$ cat src/rtl/ras_pkg.sv
// Shared types and defaults for the return-address-stack controller.
//   RAS_DEPTH / RAS_ADDR / RAS_WIDTH : default stack geometry
//   ras_ckpt_t : checkpoint payload (pointer, occupancy, TOS value)
//   ras_op_e   : per-cycle operation after priority decode
package ras_pkg;

  localparam int unsigned RAS_DEPTH = 1024;
  localparam int unsigned RAS_ADDR  = 10;
  localparam int unsigned RAS_WIDTH = 36;

  typedef struct packed {
    logic [RAS_ADDR-1:0]  ptr;
    logic [RAS_ADDR:0]    cnt;
    logic [RAS_WIDTH-1:0] top;
  } ras_ckpt_t;

  typedef enum logic [2:0] {
    IDLE    = 3'd0,
    PUSH    = 3'd1,
    POP     = 3'd2,
    REPL    = 3'd3,
    RESTORE = 3'd4
  } ras_op_e;

endpackage

$ cat src/rtl/ras_ctrl.sv
// Return-address-stack controller driving an external dual-port BRAM
// (port A write-only, port B read-only, 1-cycle read latency).
// TOS and the entry below it are held in registers so predictions are
// available with zero latency; the BRAM only backs the deeper entries.
//
// Ports:
//   clk, rst                 clock, asynchronous active-high reset
//   push_valid, push_addr    call: push return address
//   pop_valid                return: pop TOS
//   pred_valid, pred_addr    prediction (stack non-empty, TOS value)
//   ckpt_ptr, ckpt_cnt       checkpoint export (TOS pointer, occupancy)
//   restore_*                checkpoint restore (highest priority)
//   mem_wea/waddra/wia       BRAM port A (write)
//   mem_reb/raddrb, mem_dob  BRAM port B (read, data one cycle later)
//   ovf_cnt, unf_cnt         saturating overflow/underflow counters,
//                            present only when RAS_STATS_EN is defined
module ras_ctrl
  import ras_pkg::*;
#(
  parameter int unsigned DEPTH = RAS_DEPTH,
  parameter int unsigned ADDR  = RAS_ADDR,
  parameter int unsigned WIDTH = RAS_WIDTH
) (
  input  logic             clk,
  input  logic             rst,
  input  logic             push_valid,
  input  logic [WIDTH-1:0] push_addr,
  input  logic             pop_valid,
  output logic             pred_valid,
  output logic [WIDTH-1:0] pred_addr,
  output logic [ADDR-1:0]  ckpt_ptr,
  output logic [ADDR:0]    ckpt_cnt,
  input  logic             restore_valid,
  input  logic [ADDR-1:0]  restore_ptr,
  input  logic [ADDR:0]    restore_cnt,
  input  logic [WIDTH-1:0] restore_top,
  output logic             mem_wea,
  output logic [ADDR-1:0]  mem_waddra,
  output logic [WIDTH-1:0] mem_wia,
  output logic             mem_reb,
  output logic [ADDR-1:0]  mem_raddrb,
  input  logic [WIDTH-1:0] mem_dob
`ifdef RAS_STATS_EN
  ,
  output logic [15:0]      ovf_cnt,
  output logic [15:0]      unf_cnt
`endif
);

  localparam int unsigned CW = ADDR + 1;
  localparam logic [ADDR:0] FULL = CW'(DEPTH);

  logic [ADDR-1:0]  tos_ptr;
  logic [ADDR:0]    count;
  logic [WIDTH-1:0] top_q;
  logic [WIDTH-1:0] next_q;
  logic             next_pend;
  logic [WIDTH-1:0] nxt;
  logic             empty;
  ras_op_e          op;

  assign empty      = (count == '0);
  // Bypass the BRAM read that lands this cycle so back-to-back pops have no bubble
  assign nxt        = next_pend ? mem_dob : next_q;
  assign pred_valid = !empty;
  assign pred_addr  = top_q;
  assign ckpt_ptr   = tos_ptr;
  assign ckpt_cnt   = count;

  // Priority decode; push+pop on an empty stack degenerates to a push
  always_comb begin
    op = IDLE;
    if (restore_valid)                          op = RESTORE;
    else if (push_valid && pop_valid && !empty) op = REPL;
    else if (push_valid)                        op = PUSH;
    else if (pop_valid)                         op = POP;
  end

  // BRAM port drive
  always_comb begin
    mem_wea    = 1'b0;
    mem_waddra = '0;
    mem_wia    = '0;
    mem_reb    = 1'b0;
    mem_raddrb = '0;
    case (op)
      RESTORE: begin
        mem_reb    = 1'b1;
        mem_raddrb = restore_ptr - ADDR'(1);
      end
      REPL: begin
        mem_wea    = 1'b1;
        mem_waddra = tos_ptr;
        mem_wia    = push_addr;
      end
      PUSH: begin
        mem_wea    = 1'b1;
        mem_waddra = tos_ptr + ADDR'(1);
        mem_wia    = push_addr;
      end
      POP: begin
        // New TOS comes from nxt; fetch the entry that becomes next-below
        if (!empty) begin
          mem_reb    = 1'b1;
          mem_raddrb = tos_ptr - ADDR'(2);
        end
      end
      default: ;
    endcase
  end

  // Pointer, occupancy and TOS/next cache
  always_ff @(posedge clk or posedge rst) begin
    if (rst) begin
      tos_ptr   <= '0;
      count     <= '0;
      top_q     <= '0;
      next_q    <= '0;
      next_pend <= 1'b0;
    end else begin
      case (op)
        RESTORE: begin
          tos_ptr   <= restore_ptr;
          count     <= restore_cnt;
          top_q     <= restore_top;
          next_pend <= 1'b1;
        end
        REPL: begin
          top_q <= push_addr;
        end
        PUSH: begin
          tos_ptr   <= tos_ptr + ADDR'(1);
          count     <= (count == FULL) ? count : count + CW'(1);
          top_q     <= push_addr;
          next_q    <= top_q;
          next_pend <= 1'b0;
        end
        POP: begin
          if (!empty) begin
            tos_ptr   <= tos_ptr - ADDR'(1);
            count     <= count - CW'(1);
            top_q     <= nxt;
            next_pend <= 1'b1;
          end
        end
        default: begin
          if (next_pend) begin
            next_q    <= mem_dob;
            next_pend <= 1'b0;
          end
        end
      endcase
    end
  end

`ifdef RAS_STATS_EN
  // Saturating overflow (push while full) and underflow (pop while empty) counters
  always_ff @(posedge clk or posedge rst) begin
    if (rst) begin
      ovf_cnt <= '0;
      unf_cnt <= '0;
    end else begin
      if (op == PUSH && count == FULL && ovf_cnt != 16'hFFFF) ovf_cnt <= ovf_cnt + 16'd1;
      if (op == POP && empty && unf_cnt != 16'hFFFF)          unf_cnt <= unf_cnt + 16'd1;
    end
  end
`endif

endmodule

$ cat config.mk
export PLATFORM = sky130hd
export DESIGN_NAME = ras_ctrl
export DESIGN_NICKNAME = d
export VERILOG_FILES = /design/src/rtl/ras_pkg.sv /design/src/rtl/ras_ctrl.sv
export SDC_FILE = /design/constraint.sdc
export NUM_CORES = 1
export LEC_CHECK = 0
export BUFFER_PORTS_ARGS = -buffer_cell sky130_fd_sc_hd__buf_2
export CAP_MARGIN = 20
export CORE_MARGIN = 10
export CORE_UTILIZATION = 28
export DETAILED_ROUTE_END_ITERATION = 12
export PLACE_DENSITY_LB_ADDON = 0.08
export RECOVER_POWER = 100
export SLEW_MARGIN = 10
export SYNTH_ARGS = -nofsm -noshare
export SYNTH_HDL_FRONTEND = slang
export SYNTH_SLANG_ARGS = --single-unit
$ cat constraint.sdc
create_clock -name clk -period 3.2 [get_ports clk]
set_input_delay 0.16 -clock clk [delete_from_list [all_inputs] [get_ports clk]]
set_output_delay 0.16 -clock clk [all_outputs]
set_load 0.01 [all_outputs]
# After elaboration in Yosys (flattened, before gate mapping)
# Cells that the tools add are included.
# totals
n_memories,0
in_bits,134
rom_bits,0
latch_bits,0
ram_bits,0
ff_bits,94
# classes
shifts,0
n_bitwise,1
n_mul,0
n_addsub,6
eq_ne,7
n_lt_le_gt_ge,0
n_reduce_logical,12
div,0
muxes,22
# ops
operator,n
36-bit two-way mux,3
36-bit case mux with 3 select lines,1
36-bit case mux with 2 select lines,1
10-bit case mux with 2 select lines,2
11-bit case mux with 3 select lines,1
10-bit case mux with 3 select lines,1
11-bit two-way mux,2
10-bit two-way mux,2
"10-bit by 1-bit subtractor with 10-bit output, second input constant",2
"11-bit by 1-bit adder with 11-bit output, second input constant",1
"11-bit equality test, second input constant",1
11-bit zero test,1
"11-bit by 1-bit subtractor with 11-bit output, second input constant",1
"10-bit by 1-bit adder with 10-bit output, second input constant",1
"10-bit by 2-bit subtractor with 10-bit output, second input constant",1
"3-bit by 2-bit equality test with 1-bit output, second input constant",2
2-bit two-way mux,3
2-bit AND reduction,3
3-bit nonzero test,2
"2-bit inequality test, second input constant",2
"3-bit by 1-bit equality test with 1-bit output, second input constant",1
"3-bit equality test, second input constant",1
1-bit two-way mux,3
3-bit two-way mux,1
8 further kinds,9

# Depth between registers and ports, before layout
# logic_depth
word_depth,9
ltp_mapped,12

# Least setup slack after synthesis
# No wires, ideal clock.
# synth_path
path_kind,input to register
start,in pop_valid
end,reg count[9] (netlist: ckpt_cnt[9])
path_buffers,2
required_ns,3.105
setup_ns,0.095
cell_stages,11
slack_ns,0.044
t_arrival_ns,3.061
path_cell_list,buf_1 > nand2_1 > clkinv_1 > clkbuf_1 > ha_1 > a21o_1 > a211o_1 > a2111oi_0 > o21ai_0 > xnor2_1 > o31ai_1
# synth_between
elab_chain_cells,7
# synth_rtl
element,line_no,source
start: declaration,ras_ctrl.sv:28,"input logic pop_valid,"
2-bit two-way mux or 1-bit logical AND (tied branches),"ras_ctrl.sv:76, ras_ctrl.sv:74",
2-bit two-way mux or 1-bit logical AND (tied branches),"ras_ctrl.sv:75, ras_ctrl.sv:74",
2-bit two-way mux *,ras_ctrl.sv:74,else if (push_valid && pop_valid && !empty) op = REPL;
3-bit two-way mux *,ras_ctrl.sv:73,if (restore_valid) op = RESTORE;
3-bit by 1-bit equality test with 1-bit output (tied with other cells),ras_ctrl.sv:121,case (op)
2-bit inequality test (no line) or 3-bit nonzero test (tied branches),n/a,
3-bit AND reduction (no line),n/a,
end signal: assignment,ras_ctrl.sv:124,count <= restore_cnt;
end signal: assignment,ras_ctrl.sv:133,count <= (count == FULL) ? count : count + CW'(1);
end signal: assignment,ras_ctrl.sv:141,count <= count - CW'(1);
end: declaration,ras_ctrl.sv:54,logic [ADDR:0] count;
# Mark *: on every way between the ends. The rest lies on a longest branch, timed or not.
# A chain may end at the register's enable or synchronous reset.

# Worst setup path after layout
# layout_path
start,reg tos_ptr[2] (netlist: ckpt_ptr[2])
end,out mem_waddra[9]
# layout_between
elab_chain_cells,2
# layout_rtl
element,line_no,source
start: declaration,ras_ctrl.sv:53,logic [ADDR-1:0] tos_ptr;
start signal: assignment,ras_ctrl.sv:123,tos_ptr <= restore_ptr;
start signal: assignment,ras_ctrl.sv:132,tos_ptr <= tos_ptr + ADDR'(1);
start signal: assignment,ras_ctrl.sv:140,tos_ptr <= tos_ptr - ADDR'(1);
10-bit by 1-bit adder with 10-bit output,ras_ctrl.sv:98,mem_waddra = tos_ptr + ADDR'(1);
10-bit case mux with 2 select lines,ras_ctrl.sv:86,case (op)
end: declaration,ras_ctrl.sv:38,"output logic [ADDR-1:0] mem_waddra,"
# Every way passes these cells.

==> results.txt <==
----------------------------------------------------
[Global route]
  Initial antenna violation count ... 1
  Grt met1 use ... 0.224
  Wire length of the first global-routing pass ... 41400 um
  Total grt overflow ... 0
  Met2 global-route usage ... 0.280
  GRT busiest layer ... met2
  Global routing usage summed across all routing layers ... 0.170
  Global-route met3 utilization ... 0.0368
  Maximum number of pins on one net before global-route repair ... 96
  Via count of the first global-routing pass ... 7031

[Timing]
  Largest clock skew in the final design ... 10.2 ps
  Final max-slew violation count ... 0
  Post-route setup TNS ... 0 ps
  Final hold viol count ... 0
  Final min period ... 2840 ps
  Worst slack on hold paths ... 34.1 ps
  Final setup viols ... 0
  Final period util ... 0.888
  Worst-Margin Slew ... 1490 ps
  Max Clk Rate ... 352 MHz
  Slew headroom ... 0.00972
  Setup repair after global routing missed its margin ... no

[Placement]
  Dpl cells ... 1316
  DP Area ... 8130 um2
  Global placer's final weighted congestion ... 0.796
  HPWL reported at the end of detailed placement ... 18500 um
  Number of buffers added on ports ... 249

[Yosys]
  Synth Cell Area ... 6540 um2
  Cell types with the largest area share after synthesis ... dfrtp_1, a21oi_1, o22ai_1, a221oi_1, nor2_1
  Distinct cell type count after synthesis ... 56
  Post-synth EDFFs ... 0
  Predominant post-synthesis flop cell ... dfrtp_1
  Post-synth ARST share ... 1.00
  Synthesis-stage register bit count ... 94
  Synthesized netlist net count ... 949
  Most area-hungry cell type in the Yosys netlist ... dfrtp_1
  Total number of yosys warnings ... 0
  Post-synthesis average cell area ... 8.19 um2
  Synth Instances ... 799
  Share of synthesized area occupied by flip-flops and latches ... 0.360
  Yosys top cell area share ... 0.360

[Die]
  Horiz. Die Dim ... 173 um
  Total Die Area ... 29900 um2
  Top-level port count ... 250
  Effective utilization at floorplan ... 0.286
  Die Y-Extent ... 173 um
  Area of the placeable core ... 22800 um2
  Standard-cell rows ... 55

[Clocking]
  Total clock buffers created by CTS ... 9
  CTS Sinks ... 94
  Count of buffers added by post-CTS timing repair for setup ... 0
  Master cell of the clock root buffer ... clkbuf_16
  Hold-fix buffers at CTS ... 1
  Resized cells post-CTS ... 0
  Worst-Skew Late Latency ... 350 ps
  H-tree level count ... 3
  Buffer depth of the longest clock path ... 2
  Clock transition at the registers of the reported paths ... 80 ps
  Clock tree from TritonCTS ... built

[Pwr]
  Static leakage ... 0.00364 uW
  Power Dens Cells ... 488 nW/um2
  Post-layout power ... 4030 uW
  Max VDD drop ... 0.251 mV

[Worst setup path]
  Worst reg2reg path depth ... 6
  Most repeated library cell on the critical path ... clkbuf_1
  Required time of the critical path ... 3040 ps
  Slowest stage cell, crit path ... dfrtp_1
  Largest fanout on the critical path ... 8
  Register-to-register path setup slack ... 410 ps
  Data arrival time at the worst-slack endpoint ... 2680 ps
  Longest individual stage delay on the worst path ... 350 ps
  Startpoint class of the critical path ... flop
  R2R Path Start ... ckpt_cnt[0]
  Type of element capturing the critical path ... output port
  Category of the most critical setup path ... flop to output port
  Cells along the critical path ... clkbuf_1 -> ha_1 -> and4_1 -> and3_1 -> nand3_1 -> a21oi_1 -> xnor2_1 -> nor2_1 -> clkbuf_1
  Endpoint of the most critical register-to-register path ... ckpt_ptr[3]

[Cells and area]
  Filler-free cell count of the finished design ... 1333
  Post-layout instance area ... 8270 um2
  Diodes inserted ... 0
  Fraction of final layout cells sized beyond drive strength 1 ... 0.204
  Most common cell after layout, fill and taps aside ... buf_2
  Layout area overhead ... 26.4%
  Most used cells in the layout excluding fill and tap cells ... buf_2, clkbuf_1, dfrtp_1, a21oi_1, nor2_1
  Net count reported at finish ... 1165

[Drt]
  Post-Route WL ... 26100 um
  DRC ... 0
  Drt pass-1 iters ... 5
  Post-DRT Antenna Nets ... 0
  Vias per cell ... 5.15
  Violation count after the first detailed-routing iteration ... 509
  Wirelength per Cell ... 19.6 um
  Via count ... 6871

[Worst hold path]
  WHS Endpoint ... ckpt_cnt[0]
  Classification of the worst-slack hold path ... input port to flop
  Hold Path Cell Cnt ... 2
  Worst hold path startpoint ... restore_cnt[0]

[Status]
  Outcome ... finished clean

[Flow run]
  MaxCap Viol Count ... 0

----------------------------------------------------
[metal layers]
layer | up-vias | wire length [um]
met1 | 3277 | 12200
met3 | 14 | 1370
met4 | 0 | 208
met5 | - | 0
li1 | 3375 | -
met2 | 205 | 12300
[where the power goes]
group / total (uW) / switching [uW] / leakage [uW] / internal, uW
logic: 1200 / 670 / 0.00238 / 533
clock network: 1170 / 543 / 0.000154 / 626
registers: 1660 / 275 / 0.00111 / 1390
[synth_stat cells (6+ instances only)]
cell,number
nor4_1,8
a22o_1,17
inv_1,29
a221oi_1,36
nand3_1,10
clkbuf_1,55
o22ai_1,51
a21oi_1,79
nor3_1,12
xnor2_1,21
nand2_1,67
dfrtp_1,94
nand2b_1,24
nor2_1,73
buf_2,8
xor2_1,13
mux2_2,21
o21ai_0,51
buf_1,6
and3_1,41
ha_1,15
[metrics by stage]
| step | util | worst slack, ps |
|---|---|---|
| floorplan | - | 43.7 |
| global placement | 0.356 | 481 |
| detailed placement | 0.356 | 498 |
| CTS | 0.370 | 481 |
| global route | 0.362 | 212 |
| finish | 0.362 | 358 |
[critical path, delay by kind of cell (launching register included)]
kind                       cells  cell delay (ps)
AOI/OAI and AO/OA              1              240
buffers and inverters          2              500
xor gates and xnor gates       1               90
adders and majority gates      1              300
and+or+nand+nor                4              860
DFF                            1              350
[how the worst max path moves through the flow]
stage,depth (start not counted),from,endpoint,slack [ps]
2_1_floorplan,11,pop_valid,ckpt_cnt[9],40
3_3_place_gp,12,restore_valid,ckpt_cnt[9],480
3_5_place_dp,12,restore_valid,ckpt_cnt[9],500
6_report,9,ckpt_ptr[2],mem_waddra[9],360
5_1_grt,7,ckpt_cnt[7],mem_waddra[3],210
4_1_cts,8,ckpt_ptr[1],mem_raddrb[9],480
[sequential cells by signal (all words and copies together), names as in the netlist]
name       count
next_q        36
pred_addr     36
ckpt_cnt      11
ckpt_ptr      10
next_pend      1
[cell type report]
class / count / area, um2
Clock buffer: 9 / 225
Clock inverter: 7 / 87.6
Fill cell: 2529 / 14600
Inverter: 32 / 120
Multi-Input combinational cell: 604 / 3810
Sequential cell: 94 / 2360
Tap cell: 313 / 392
Timing Repair Buffer: 274 / 1270
[cell families after synthesis]
family,share of synthesized area
AO/OA/AOI/OAI,0.273
buffers and inverters,0.0595
multiplexers,0.0438
adder cells (fa/ha/maj),0.0333
AND/OR/NAND/NOR,0.185
XOR/XNOR,0.0455
flip-flops,0.360
No activity file was read; power rests on OpenSTA's default activity.
